===== config.mk =====
export PLATFORM = sky130hd
export DESIGN_NAME = lsu_mem_initiator
export DESIGN_NICKNAME = d
export VERILOG_FILES = /design/src/rtl/lsu_mem_initiator.sv
export SDC_FILE = /design/constraint.sdc
export NUM_CORES = 1
export LEC_CHECK = 0
export ABC_AREA = 1
export ABC_CLOCK_PERIOD_IN_PS = 7150
export BUFFER_PORTS_ARGS = -buffer_cell sky130_fd_sc_hd__buf_2
export CAP_MARGIN = 0
export CORE_MARGIN = 1
export CORE_UTILIZATION = 53
export DETAILED_ROUTE_END_ITERATION = 10
export PLACE_DENSITY = 0.95
export SETUP_SLACK_MARGIN = 0.4
export SLEW_MARGIN = 5
export SYNTH_ARGS = -nofsm -noshare
export SYNTH_HDL_FRONTEND = slang
export SYNTH_SLANG_ARGS = --single-unit

===== constraint.sdc =====
create_clock -name clk -period 7.15 [get_ports clk]
set_input_delay 0.715 -clock clk [delete_from_list [all_inputs] [get_ports clk]]
set_output_delay 0.715 -clock clk [all_outputs]
set_load 0.05 [all_outputs]

===== src/rtl/lsu_mem_initiator.sv =====
// Load/store initiator: issues one RV32I load or store at a time to word-organised data memory,
// stalling the pipeline until the access completes or is rejected as misaligned/unsupported.
module lsu_mem_initiator #(
  parameter int DM_ADDRESS  = 9,
  parameter int DATA_W      = 32,
  parameter int MEM_LATENCY = 1
) (
  input  logic                  clk,
  input  logic                  reset,
  input  logic                  req_valid,
  input  logic                  MemRead,
  input  logic                  MemWrite,
  input  logic [2:0]            Funct3,
  input  logic [31:0]           addr,
  input  logic [DATA_W-1:0]     wd,
  output logic                  stall,
  output logic                  done,
  output logic                  fault,
  output logic [DATA_W-1:0]     rd,
  output logic [DM_ADDRESS-1:0] mem_addr,
  output logic                  mem_re,
  output logic [3:0]            mem_wr,
  output logic [DATA_W-1:0]     mem_wdata,
  input  logic [DATA_W-1:0]     mem_rdata
);
  typedef enum logic [1:0] {IDLE, ISSUE, WAIT, DONE} state_t;

  localparam logic [2:0] LAT_M1 = 3'(MEM_LATENCY - 1);

  state_t                  state_q, state_d;
  logic                    is_load_q, is_load_d;
  logic [2:0]              f3_q, f3_d;
  logic [1:0]              off_q, off_d;
  logic [2:0]              cnt_q, cnt_d;
  logic                    done_q, done_d;
  logic                    fault_q, fault_d;
  logic [DATA_W-1:0]       rd_q, rd_d;
  logic [DM_ADDRESS-1:0]   mem_addr_q, mem_addr_d;
  logic                    mem_re_q, mem_re_d;
  logic [3:0]              mem_wr_q, mem_wr_d;
  logic [DATA_W-1:0]       mem_wdata_q, mem_wdata_d;

  logic                    active;
  logic                    req_legal;
  logic [3:0]              st_lanes;
  logic [DATA_W-1:0]       st_data;
  logic [7:0]              ld_byte;
  logic [15:0]             ld_half;
  logic [DATA_W-1:0]       ld_data;
  logic                    unused_addr_hi;

  assign active         = req_valid & (MemRead | MemWrite);
  assign stall          = active & ~done_q;
  assign unused_addr_hi = ^addr[31:DM_ADDRESS];

  assign done      = done_q;
  assign fault     = fault_q;
  assign rd        = rd_q;
  assign mem_addr  = mem_addr_q;
  assign mem_re    = mem_re_q;
  assign mem_wr    = mem_wr_q;
  assign mem_wdata = mem_wdata_q;

  // Stores only support 000/001/010; LBU/LHU exist only for loads.
  always_comb begin
    req_legal = 1'b0;
    case (Funct3)
      3'b000:  req_legal = 1'b1;
      3'b001:  req_legal = ~addr[0];
      3'b010:  req_legal = (addr[1:0] == 2'b00);
      3'b100:  req_legal = MemRead;
      3'b101:  req_legal = MemRead & ~addr[0];
      default: req_legal = 1'b0;
    endcase
  end

  always_comb begin
    st_lanes = 4'b1111;
    st_data  = wd;
    case (Funct3[1:0])
      2'b00: begin
        st_lanes = 4'b0001 << addr[1:0];
        st_data  = {4{wd[7:0]}};
      end
      2'b01: begin
        st_lanes = addr[1] ? 4'b1100 : 4'b0011;
        st_data  = {2{wd[15:0]}};
      end
      default: ;
    endcase
  end

  always_comb begin
    ld_byte = mem_rdata[{off_q, 3'b000} +: 8];
    ld_half = off_q[1] ? mem_rdata[31:16] : mem_rdata[15:0];
    case (f3_q)
      3'b000:  ld_data = {{(DATA_W-8){ld_byte[7]}}, ld_byte};
      3'b100:  ld_data = {{(DATA_W-8){1'b0}}, ld_byte};
      3'b001:  ld_data = {{(DATA_W-16){ld_half[15]}}, ld_half};
      3'b101:  ld_data = {{(DATA_W-16){1'b0}}, ld_half};
      default: ld_data = mem_rdata;
    endcase
  end

  always_comb begin
    state_d     = state_q;
    is_load_d   = is_load_q;
    f3_d        = f3_q;
    off_d       = off_q;
    cnt_d       = cnt_q;
    done_d      = 1'b0;
    fault_d     = 1'b0;
    rd_d        = rd_q;
    mem_addr_d  = mem_addr_q;
    mem_re_d    = 1'b0;
    mem_wr_d    = 4'b0000;
    mem_wdata_d = '0;

    case (state_q)
      IDLE: begin
        if (active) begin
          is_load_d = MemRead;
          f3_d      = Funct3;
          off_d     = addr[1:0];
          if (!req_legal) begin
            state_d = DONE;
            done_d  = 1'b1;
            fault_d = 1'b1;
          end else begin
            state_d    = ISSUE;
            mem_addr_d = {addr[DM_ADDRESS-1:2], 2'b00};
            if (MemRead) begin
              mem_re_d = 1'b1;
            end else begin
              mem_wr_d    = st_lanes;
              mem_wdata_d = st_data;
            end
          end
        end
      end

      ISSUE: begin
        if (is_load_q && MEM_LATENCY > 1) begin
          state_d  = WAIT;
          cnt_d    = LAT_M1;
          mem_re_d = 1'b1;
        end else begin
          state_d = DONE;
          done_d  = 1'b1;
          if (is_load_q) rd_d = ld_data;
        end
      end

      // Data is sampled at the end of the MEM_LATENCY-th read cycle.
      WAIT: begin
        cnt_d = cnt_q - 3'd1;
        if (cnt_q == 3'd1) begin
          state_d = DONE;
          done_d  = 1'b1;
          rd_d    = ld_data;
        end else begin
          mem_re_d = 1'b1;
        end
      end

      DONE: state_d = IDLE;

      default: state_d = IDLE;
    endcase
  end

  always_ff @(posedge clk or posedge reset) begin
    if (reset) begin
      state_q     <= IDLE;
      is_load_q   <= 1'b0;
      f3_q        <= 3'b000;
      off_q       <= 2'b00;
      cnt_q       <= 3'd0;
      done_q      <= 1'b0;
      fault_q     <= 1'b0;
      rd_q        <= '0;
      mem_addr_q  <= '0;
      mem_re_q    <= 1'b0;
      mem_wr_q    <= 4'b0000;
      mem_wdata_q <= '0;
    end else begin
      state_q     <= state_d;
      is_load_q   <= is_load_d;
      f3_q        <= f3_d;
      off_q       <= off_d;
      cnt_q       <= cnt_d;
      done_q      <= done_d;
      fault_q     <= fault_d;
      rd_q        <= rd_d;
      mem_addr_q  <= mem_addr_d;
      mem_re_q    <= mem_re_d;
      mem_wr_q    <= mem_wr_d;
      mem_wdata_q <= mem_wdata_d;
    end
  end
endmodule


Yosys cells after proc, flatten, opt, wreduce, memory -nomap -nowiden. Index checks and enable logic that the tools add are counted.

Input port bits: 104. Logic and storage cells: 77. Output and inout port bits: 81. Register bits after elaboration: 89.

Bitwise gates (word level): 6. Shift-type cells: 2. Add/subtract/negate cells: 1. Equal/unequal tests: 15. Reduce and logical (&&, ||, !) cells: 10. Muxes and demuxes: 31.

Operators by type and width (number): 2-to-1 mux 32 bit (6); one-hot mux 32 bit (2 select lines) (2); one-hot mux 32 bit (4 select lines) (1); indexed part select 32 x 6 -> 8 bit (1); 2-to-1 mux 4 bit (5); 2-to-1 mux 16 bit (1); == test 3 bit (second input constant) (4); == test 3 x 1 -> 1 bit (second input constant) (3); 2-to-1 mux 1 bit (8); one-hot mux 2 bit (4 select lines) (1); one-hot mux 4 bit (2 select lines) (1); zero test 2 bit (3); zero test 3 bit (2); 2-to-1 mux 2 bit (3); inequality test 2 bit (second input constant) (3); AND reduction 3 bit (2); one-hot mux 1 bit (5 select lines) (1); == test 2 x 1 -> 1 bit (second input constant) (2); == test 2 bit (second input constant) (2); AND reduction 2 bit (2); << shifter 1 x 2 -> 4 bit (first input constant) (1); bitwise AND 1 bit (3); == test 3 x 2 -> 1 bit (second input constant) (1); one-hot mux 1 bit (3 select lines) (1); 5 further kinds (6).

Depth between registers and ports, before layout. Gate-level depths: netlist of run 1.

Depth after elaboration: 6. Depth in mapped cells: 12. Depth with buffers taken out: 10.

Worst setup path before layout of run 1. No wires, ideal clock.

Kind: input to output. Start: input MemRead. End: output stall. Slack: 4.933 ns. Data required time: 6.435 ns. Path buffers: 0. Cell stages on the path: 2. Data arrival time: 1.502 ns. Cells stage by stage: o21ai_1 nor2_1.

Word-level cells in the longest chain between the ends: 3.

Ends and longest elaborated chain: start, declared (RTL line 11) `input logic MemRead,`; OR 1 bit (RTL line 52) `assign active = req_valid & (MemRead | MemWrite);`; bitwise AND 1 bit (RTL line 52); bitwise AND 1 bit (RTL line 53) `assign stall = active & ~done_q;`; end, declared (RTL line 16) `output logic stall,`.

No other way between the ends.

Worst setup path in the final report of run 1.
Start: register state_q[0]. End: register rd_q[21] (netlist: rd[21]).

Word-level cells in the longest chain between the ends: 3. Elaborated cells between the ends (all ways): 7. Classes of those cells: eq/ne (4); mux (1); reduce/logical (2).

Ends and longest elaborated chain: start, declared (RTL line 30) `state_t state_q, state_d;`; start signal, assigned (RTL line 187) `state_q <= state_d;`; == test 2 x 1 -> 1 bit / == test 2 bit (equally long branches) (RTL line 119) `case (state_q)`; inequality test 2 bit (no source line) / nonzero test 2 bit (equally long branches); AND reduction 3 bit (no source line); end signal, assigned (RTL line 194) `rd_q <= rd_d;`; end, declared (RTL line 37) `logic [DATA_W-1:0] rd_q, rd_d;`.

Several ways; a longest one is shown, not always the timed one. A chain may end at the register's enable or synchronous reset.

==> results of run 1 <==
==> critical path, delay by kind of cell (launching register included) <==
kind / cells / cell delay (ns)
adders and majority gates: 1 / 0.25
and+or+nand+nor: 4 / 0.73
DFF: 1 / 0.45
buffers and inverters: 4 / 0.94
==> cell families after synthesis <==
kind of cell	synth area share
flip-flops	0.471
XOR/XNOR	0.00370
AND/OR/NAND/NOR	0.321
buffers and inverters	0.110
AO/OA/AOI/OAI	0.0725
other	0.000793
adder cells (fa/ha/maj)	0.0212
==> cell type report <==
type,instances,area share
sequential,89,0.387
multi-input combinational,421,0.345
timing repair buffer,162,0.142
inverter,97,0.0639
tap,108,0.0235
clock buffer,9,0.0215
clock inverter,6,0.0159
antenna,2,0.000869
==> through the flow <==
stage | area, um2 | cells | util | total power, W
finish | 5760 | 894 | 0.663 | 0.00255
global route | 5750 | 893 | 0.663 | 0.00275
CTS | 5750 | 892 | 0.663 | 0.00256
detailed placement | 5540 | 877 | 0.638 | 0.00217
global placement | 5540 | 877 | 0.638 | 0.00213
floorplan | 4730 | 636 | - | 0.00187
==> cell usage after synthesis <==
cell and number:
a21oi_1 18, a31oi_1 5, and3_1 2, buf_1 3, buf_2 14, buf_4 2, buf_6 1, buf_8 1
clkbuf_1 8, conb_1 1, dfrtp_1 89, ha_1 8, inv_1 93, inv_2 3, inv_4 1, nand2_1 194
nand2_2 3, nand3_1 39, nand3_4 1, nand3b_1 1, nand4_1 3, nor2_1 69, nor2_2 1, nor2_4 11
nor3_1 4, o211ai_1 1, o21ai_0 32, o21ai_1 2, o221ai_1 5, or2_2 18, xor2_1 2
==> per-layer routing <==
metal / global-route usage / vias to the layer above
met5: 0 / -
met3: 0.0861 / 35
li1: - / 2216
met4: 0.102 / 0
met1: 0.336 / 2050
met2: 0.436 / 251
==> power breakdown <==
part / total (W) / switching, W / leakage (nW) / internal (W)
logic: 0.00140 / 0.00101 / 2.24 / 0.000388
clock network: 0.000379 / 0.000182 / 0.110 / 0.000198
registers: 0.000771 / 0.000110 / 1.13 / 0.000662
==> state kept, by name, indices dropped and copies added (netlist names) <==
name	cells
mem_wdata	32
rd	32
mem_addr	7
mem_wr	4
cnt_q	3
f3_q	3
off_q	2
state_q	2
done	1
fault	1
is_load_q	1
mem_re	1
==> final timing paths <==
check                                       start                  to  cells after the start
max reg2reg                state_q[0]$_DFFE_PP0P_  rd[21]$_DFFE_PP0P_                      9
min in group asynchronous                   reset  rd[28]$_DFFE_PP0P_                      3
min                            rd[10]$_DFFE_PP0P_  rd[10]$_DFFE_PP0P_                      2
max in group asynchronous                   reset  rd[14]$_DFFE_PP0P_                      3
max                        state_q[0]$_DFFE_PP0P_  rd[21]$_DFFE_PP0P_                      9
min reg2reg                    rd[10]$_DFFE_PP0P_  rd[10]$_DFFE_PP0P_                      2
==> impl_metrics.json, run 1 <==
{
  "fp.dieW_um": 96.5,
  "ys_top_cells_by_area": "dfrtp_1, nand2_1, inv_1",
  "r2r_slack_ns": 4.66,
  "layout_common_cells": "nand2_1, buf_2, inv_1",
  "rsz0062_at_grt": "false",
  "multiInputGateArea_um2": 1990,
  "cts_max_level": 3,
  "wl_per_cell_um": 13.7,
  "grt_pass1_vias": 4072,
  "drt-total-wl_um": 12300,
  "cts_buffers": 9,
  "status": "finished clean",
  "syn_inst": 635,
  "ant_nets": 0,
  "grt_usage": 0.269,
  "antenna_found_initial": 1,
  "leakage_nw": 3.49,
  "cts_post_setup_buffers_inserted": 0,
  "drt_iter0_markers": 235,
  "row_count": 34,
  "yosysTopAreaCellShare": 0.471,
  "seqCellArea_um2": 2230,
  "overflow": 0,
  "p_per_area_nw_per_um2": 443,
  "start_util": 0.545,
  "hold_violations": 0,
  "start_kind": "register",
  "wl_met3_um": 1310,
  "clkLatencyLatePin_ns": 0.35,
  "layout_commonest_cell": "nand2_1",
  "drv_slew": 0,
  "worstSetupPathType": "reg2reg",
  "vias": 4552,
  "avgSynthCellArea_um2": 7.45,
  "fin_hold_ws_ns": 0.479,
  "vdd_ir_drop_max_mv": 0.299,
  "layout-drive-gt1-share": 0.276,
  "clk_pin_slew_worst_paths_ns": 0.09,
  "nFillCells": 744,
  "synth_area_um2": 4730,
  "ctsResizeCount": 0,
  "hold_path.class": "reg2reg",
  "dieArea_um2": 9310,
  "slowest_stage": "dfrtp_1",
  "cp_max_fo": 38,
  "coreArea_um2": 8680,
  "hpwl_um": 8890,
  "critical-path-max-stage-delay_ns": 0.45,
  "wl_met2_um": 5780,
  "cp-end-kind": "register",
  "grt_start_max_net_pins": 90,
  "hold_buffers": 0,
  "path_cells": "inv_1, ha_1, nand2_1, nand2_1, buf_4, inv_1, or2_2, nand2_1, inv_1",
  "max-slew-margin-rel": 0.287,
  "seq_area_frac_synth": 0.471,
  "drv_cap": 0,
  "tightest_slew_ns": 1.07,
  "port_buffers": 159,
  "gp_congestion": 0.895,
  "dp_slack_ns": 4.38,
  "cts_root_buffer": "clkbuf_8",
  "fin_ws_ns": 4.66,
  "drc": 0,
  "die-height_um": 96.5,
  "first_pass_iters": 5,
  "layout_min_cycle_time_ns": 2.49,
  "syn_to_final_growth_pct": 21.7,
  "routed.top_layer": "met4",
  "m1WireLength_um": 4880,
  "cts_sinks": 89,
  "io_pins": 185,
  "cts_tree": "done",
  "finalSetupViolations": 0,
  "synth_cell_types": 31,
  "yosysTopAreaCell": "dfrtp_1",
  "cts_buffer_depth": 2,
  "grt_pass1_wl_um": 18900,
  "viasPerCell": 5.09,
  "yosys_warnings": 0,
  "fin_setup_tns_ns": 0,
  "min_period_over_period": 0.348,
  "clock_skew_ns": 0.0115,
  "ys_ff_latch": 89,
  "max_freq_mhz": 402,
  "arrival_ns": 2.74,
  "nets": 892,
  "worstPathRequired_ns": 7.40
}
(Power assumes the default switching activity.)
==> run 2: changes to the inputs <==
--- a/config.mk
+++ b/config.mk
@@ -5,14 +5,14 @@
 export SDC_FILE = /design/constraint.sdc
 export NUM_CORES = 1
 export LEC_CHECK = 0
-export ABC_AREA = 1
-export ABC_CLOCK_PERIOD_IN_PS = 7150
+export ABC_AREA = 0
+export ABC_CLOCK_PERIOD_IN_PS = 2350
 export BUFFER_PORTS_ARGS = -buffer_cell sky130_fd_sc_hd__buf_2
 export CAP_MARGIN = 0
 export CORE_MARGIN = 1
-export CORE_UTILIZATION = 53
+export CORE_UTILIZATION = 47
 export DETAILED_ROUTE_END_ITERATION = 10
-export PLACE_DENSITY = 0.95
+export PLACE_DENSITY = 0.89
 export SETUP_SLACK_MARGIN = 0.4
 export SLEW_MARGIN = 5
 export SYNTH_ARGS = -nofsm -noshare
==> constraint.sdc (replaced) <==
create_clock -name clk -period 2.35 [get_ports clk]
set_input_delay 0.235 -clock clk [delete_from_list [all_inputs] [get_ports clk]]
set_output_delay 0.235 -clock clk [all_outputs]
set_load 0.05 [all_outputs]
==> impl_metrics.json, run 2 <==
{
  "status": "finished clean",
  "cts_tree": "done",
  "cts_max_level": 3,
  "nets": 685,
  "seq_area_frac_synth": 0.532,
  "dp_slack_ns": 0.383,
  "viasPerCell": 5.32,
  "r2r_end": "rd[10]$_DFFE_PP0P_",
  "postLayoutCellArea_um2": 5350,
  "min_to": "mem_wr[0]$_DFF_PP0_",
  "cts_buffers": 9,
  "drt_iter0_markers": 156,
  "dieArea_um2": 9290,
  "worstSetupPathType": "reg2reg",
  "yosys.area_share.simple": 0.157,
  "gp_congestion": 0.840,
  "ys_ff_latch": 89,
  "async_flop_share": 1.00,
  "cp_max_fo": 5,
  "grt_pass1_vias": 3457,
  "wl_per_cell_um": 15.7,
  "row_count": 34,
  "rsz0062_at_grt": "true",
  "synthAdderAreaFrac": 0.0239,
  "tightest_slew_ns": 0.635,
  "start_kind": "register",
  "nFillCells": 733,
  "overflow": 0,
  "max-slew-margin-rel": 0.576,
  "cts_sinks": 89,
  "cp-end-kind": "register",
  "synth-compound-area-share": 0.135,
  "synth_area_um2": 4190,
  "r2r-start": "state_q[1]$_DFFE_PP0P_",
  "fin_ws_ns": 0.462,
  "drv_slew": 0,
  "ys_top_cells_by_count": "dfrtp_1, nor2_1, nand2_1",
  "avgSynthCellArea_um2": 10.2,
  "cts_root_buffer": "clkbuf_8",
  "yosys_warnings": 0,
  "yosysTopAreaCell": "dfrtp_1",
  "holdPathStages": 2,
  "yosys-mux-area-fraction": 0.102,
  "power_w": 0.00719,
  "clk_pin_slew_worst_paths_ns": 0.09,
  "layout_commonest_cell": "buf_2",
  "reg2reg_depth": 7,
  "coreArea_um2": 8680,
  "drt-total-wl_um": 10800,
  "yosysTopAreaCellShare": 0.532,
  "ys.flop_type": "dfrtp_1",
  "max_freq_mhz": 530,
  "vias": 3655,
  "r2r_slack_ns": 0.46,
  "layout_min_cycle_time_ns": 1.89,
  "synth_edf_count": 0,
  "clkLatencyLatePin_ns": 0.36,
  "start_util": 0.483,
  "antenna_found_initial": 2,
  "die-height_um": 96.4,
  "hold_path.class": "in2reg",
  "fin_setup_tns_ns": 0,
  "synth_top_family_by_area": "simple AND/OR/NAND/NOR gates",
  "worstPathRequired_ns": 2.60,
  "syn_inst": 410,
  "arrival_ns": 2.14,
  "leakage_nw": 2.72,
  "first_pass_iters": 4,
  "synth_xor_area_frac": 0.00418,
  "clock_skew_ns": 0.0117,
  "final_cells": 687,
  "p_per_area_nw_per_um2": 1340,
  "min_period_over_period": 0.803,
  "finalSetupViolations": 0,
  "hpwl_um": 7760,
  "grt_start_max_net_pins": 63,
  "syn_to_final_growth_pct": 27.8,
  "intPower_w": 0.00369,
  "vdd_ir_drop_max_mv": 0.586,
  "min-delay-start": "addr[1]",
  "layout-drive-gt1-share": 0.382,
  "drv_cap": 0,
  "p_comb_frac": 0.535,
  "hold_violations": 0,
  "port_buffers": 159,
  "post-place-cells": 663,
  "synth.most_common_cell": "dfrtp_1",
  "drc": 0,
  "ys_top_cells_by_area": "dfrtp_1, nor2_1, mux2i_1",
  "grt_pass1_wl_um": 16100,
  "p_sw_frac": 0.486,
  "fp.dieW_um": 96.4,
  "seq_power_share": 0.328,
  "place_area_um2": 5090,
  "io_pins": 185,
  "layout_common_cells": "buf_2, dfrtp_1, nor2_1",
  "p_switching_w": 0.00350,
  "grt_usage": 0.227,
  "synth_cell_types": 41,
  "p_clk_frac": 0.137,
  "ant_nets": 0,
  "cts_buffer_depth": 2
}
run 2: cell types whose count changed in the layout (fill, tap and decap cells not counted), sizes merged, moves of 15 or more:
cell and change:
buf +15, mux2 +15, inv -88, or2 -18
nand2 -166, mux2i +26, o21ai -22, nand3 -36
run 2: cells by family after synthesis:
logic type               after synthesis
flip-flops                            89
buffers and inverters                 38
XOR/XNOR                               2
multiplexers                          41
AO/OA/AOI/OAI                         85
other                                  1
adder cells (fa/ha/maj)                8
AND/OR/NAND/NOR                      146
run 2: stage by stage:
step / hold WS (ns) / utilization
floorplan: 0.293 / -
global placement: 0.345 / 0.587
detailed placement: 0.351 / 0.587
CTS: 0.0902 / 0.610
global route: 0.0861 / 0.617
finish: 0.0967 / 0.617
run 2: metal layers:
| metal | routed length [um] | vias up | GRT usage | part of all wire |
|---|---|---|---|---|
| met1 | 4470 | 1752 | 0.279 | 0.41 |
| met4 | 248 | 0 | 0.0882 | 0.023 |
| met2 | 5370 | 156 | 0.384 | 0.50 |
| met5 | 0 | - | 0 | 0 |
| met3 | 725 | 18 | 0.0579 | 0.067 |
| li1 | - | 1729 | - | - |
run 2: repair_timing:
item                                    CTS  global route
hold buffers                              1             0
setup buffers                             0             6
pin swaps                                 0             1
endpoints found under the hold margin    27             0
endpoints found under the setup margin   14            33
resized for setup                         2             4
run 2: cell type report:
class                      count  area [um2]  area share
multi-input combinational    284        1800       0.336
antenna                        1        2.50    0.000467
timing repair buffer         178         965       0.180
sequential                    89        2230       0.416
inverter                      11        45.0     0.00841
clock buffer                  12         155      0.0290
clock inverter                 4        27.5     0.00514
tap                          108         135      0.0252
run 2: worst max path at each step:
stage	startpoint	endpoint
finish	state_q[1]$_DFFE_PP0P_	rd[10]$_DFFE_PP0P_
floorplan	state_q[0]$_DFFE_PP0P_	rd[10]$_DFFE_PP0P_
detailed placement	state_q[0]$_DFFE_PP0P_	mem_addr[4]$_DFFE_PP0P_
global route	state_q[1]$_DFFE_PP0P_	rd[14]$_DFFE_PP0P_
CTS	state_q[1]$_DFFE_PP0P_	rd[14]$_DFFE_PP0P_
global placement	state_q[0]$_DFFE_PP0P_	mem_wr[3]$_DFF_PP0_
run 2: power groups by stage:
| stage | Clock (W) | Sequential, W | Combinational, W |
|---|---|---|---|
| 3_3_place_gp | 0 | 0.00235 | 0.00360 |
| 5_1_grt | 0.00106 | 0.00243 | 0.00416 |
| 3_5_place_dp | 0 | 0.00239 | 0.00369 |
| 6_report | 0.000983 | 0.00236 | 0.00385 |
| 4_1_cts | 0.00100 | 0.00235 | 0.00373 |
| 2_1_floorplan | 0 | 0.00356 | 0.00163 |
run 2: worst max-delay path, cell delays in order (launching register included):
cell and delay (ns):
dfrtp_1 0.42, inv_1 0.12, ha_1 0.23, mux2i_2 0.32, a211oi_1 0.10, o31a_1 0.13
buf_4 0.16, a221oi_1 0.29
==> run 3: changes to the inputs <==
--- a/config.mk
+++ b/config.mk
@@ -5,12 +5,12 @@
 export SDC_FILE = /design/constraint.sdc
 export NUM_CORES = 1
 export LEC_CHECK = 0
-export ABC_AREA = 0
-export ABC_CLOCK_PERIOD_IN_PS = 2350
+export ABC_AREA = 1
+export ABC_CLOCK_PERIOD_IN_PS = 1850
 export BUFFER_PORTS_ARGS = -buffer_cell sky130_fd_sc_hd__buf_2
 export CAP_MARGIN = 0
 export CORE_MARGIN = 1
-export CORE_UTILIZATION = 47
+export CORE_UTILIZATION = 49
 export DETAILED_ROUTE_END_ITERATION = 10
 export PLACE_DENSITY = 0.89
 export SETUP_SLACK_MARGIN = 0.4
==> constraint.sdc (replaced) <==
create_clock -name clk -period 1.85 [get_ports clk]
set_input_delay 0.185 -clock clk [delete_from_list [all_inputs] [get_ports clk]]
set_output_delay 0.185 -clock clk [all_outputs]
set_load 0.05 [all_outputs]
==> impl_metrics.json, run 3 (synthesis results as in run 1) <==
{
  "status": "finished clean",
  "cts_buffer_depth": 2,
  "start_kind": "register",
  "cts_root_buffer": "clkbuf_8",
  "grt_pass1_vias": 4685,
  "clkLatencyLatePin_ns": 0.36,
  "hold_violations": 0,
  "r2r-start": "state_q[1]$_DFFE_PP0P_",
  "arrival_ns": 1.87,
  "overflow": 0,
  "dieArea_um2": 10100,
  "drv_slew": 0,
  "viasPerCell": 5.14,
  "vdd_ir_drop_max_mv": 1.35,
  "clock_skew_ns": 0.00929,
  "wl_per_cell_um": 14.8,
  "drc": 0,
  "fin_setup_tns_ns": 0,
  "layout_commonest_cell": "nand2_1",
  "r2r_slack_ns": 0.24,
  "cp_max_fo": 11,
  "die-height_um": 100,
  "drt_iter0_markers": 302,
  "clk_pin_slew_worst_paths_ns": 0.09,
  "tightest_slew_ns": 0.588,
  "drt-total-wl_um": 14200,
  "cts_max_level": 3,
  "start_util": 0.510,
  "min_period_over_period": 0.872,
  "vias": 4908,
  "syn_to_final_growth_pct": 36.8,
  "worstPathRequired_ns": 2.10,
  "grt_start_max_net_pins": 44,
  "p_per_area_nw_per_um2": 1730,
  "finalSetupViolations": 0,
  "postLayoutCellArea_um2": 6470,
  "io_pins": 185,
  "power_w": 0.0112,
  "final_cells": 955,
  "antenna_found_initial": 1,
  "layout_min_cycle_time_ns": 1.61,
  "hpwl_um": 9360,
  "min_to": "mem_addr[7]$_DFFE_PP0P_",
  "first_pass_iters": 6,
  "nFillCells": 739,
  "rsz0062_at_grt": "true",
  "grt_pass1_wl_um": 22100,
  "post-place-cells": 913,
  "cts_tree": "done",
  "layout-drive-gt1-share": 0.367,
  "gp_congestion": 0.894,
  "cts_sinks": 89,
  "max_freq_mhz": 620,
  "row_count": 35,
  "port_buffers": 159,
  "drv_cap": 0,
  "fp.dieW_um": 100,
  "layout_common_cells": "nand2_1, buf_2, dfrtp_1",
  "worstSetupPathType": "reg2reg",
  "cts_buffers": 9,
  "holdPathStages": 3,
  "grt_usage": 0.285,
  "max-slew-margin-rel": 0.607,
  "ant_nets": 0,
  "place_area_um2": 5780,
  "fin_hold_ws_ns": 0.0226,
  "cp-end-kind": "register",
  "coreArea_um2": 9280,
  "leakage_nw": 3.75,
  "nets": 932,
  "r2r_end": "rd[31]$_DFFE_PP0P_",
  "reg2reg_depth": 10,
  "min-delay-start": "addr[7]",
  "hold_path.class": "in2reg"
}
-- run 3: cell types whose count changed in the layout (fill, tap and decap cells not counted), moves of 12 or more --
cell,delta
nor2_4,+12
inv_1,+75
a21oi_1,-12
o21ai_0,+19
or2_4,+12
nand3_1,+35
nand2_2,+13
nand2_1,+146
mux2i_1,-25
a31oi_1,-14
a221oi_1,-14
mux2_2,-15
-- run 3: metrics by stage --
stage | utilization | setup WS [ns]
after floorplan | - | 0.323
after CTS | 0.686 | 0.278
after global placement | 0.622 | 0.197
final | 0.697 | 0.238
after global routing | 0.697 | 0.181
after detailed placement | 0.622 | 0.140
-- run 3: how the worst max path moves through the flow --
stage / end / cells past startpoint / startpoint / slack [ns]
finish: rd[31]$_DFFE_PP0P_ / 10 / state_q[1]$_DFFE_PP0P_ / 0.24
global placement: rd[0]$_DFFE_PP0P_ / 10 / state_q[1]$_DFFE_PP0P_ / 0.20
global route: rd[31]$_DFFE_PP0P_ / 10 / cnt_q[1]$_DFFE_PP0P_ / 0.18
floorplan: rd[5]$_DFFE_PP0P_ / 11 / state_q[1]$_DFFE_PP0P_ / 0.32
CTS: rd[22]$_DFFE_PP0P_ / 10 / state_q[1]$_DFFE_PP0P_ / 0.28
detailed placement: rd[0]$_DFFE_PP0P_ / 10 / state_q[1]$_DFFE_PP0P_ / 0.14
-- run 3: layout make-up --
cell class,count,area (um2),share of cell area
inverter,97,385,0.0595
clock buffer,10,128,0.0197
clock inverter,6,42.5,0.00657
antenna,1,2.50,0.000387
multi-input combinational,421,2210,0.342
sequential,89,2230,0.345
tap,129,161,0.0249
timing repair inverter,2,22.5,0.00348
timing repair buffer,200,1290,0.199
-- run 3: worst max-delay path, cell delays in order, from the launching register on --
cell     delay, ns
dfrtp_2       0.45
buf_6         0.13
ha_4          0.17
nand2_4       0.06
nand2_4       0.06
nand2_8       0.12
buf_12        0.14
inv_8         0.05
or2_4         0.23
nand2_2       0.06
inv_1         0.04
-- run 3: what timing repair did --
| item | CTS | global route |
|---|---|---|
| setup buffers | 16 | 2 |
| setup endpoints to repair | 66 | 82 |
| cloned | 6 | 0 |
| resized for setup | 51 | 28 |
| endpoints found under the hold margin | 22 | 0 |
| pin swaps | 16 | 9 |
| hold buffers | 1 | 0 |
-- run 3: metal layers --
layer	vias to the layer above	wire length, um	global-route usage
li1	2309	-	-
met1	2253	5280	0.342
met2	296	6810	0.474
met3	50	1540	0.0787
met4	0	534	0.139
met5	-	0	0
-- run 3: power by group --
group	internal, W	switching (W)	leakage, nW
logic	0.00244	0.00460	2.54
clock network	0.000492	0.000728	0.0827
registers	0.00257	0.000381	1.13
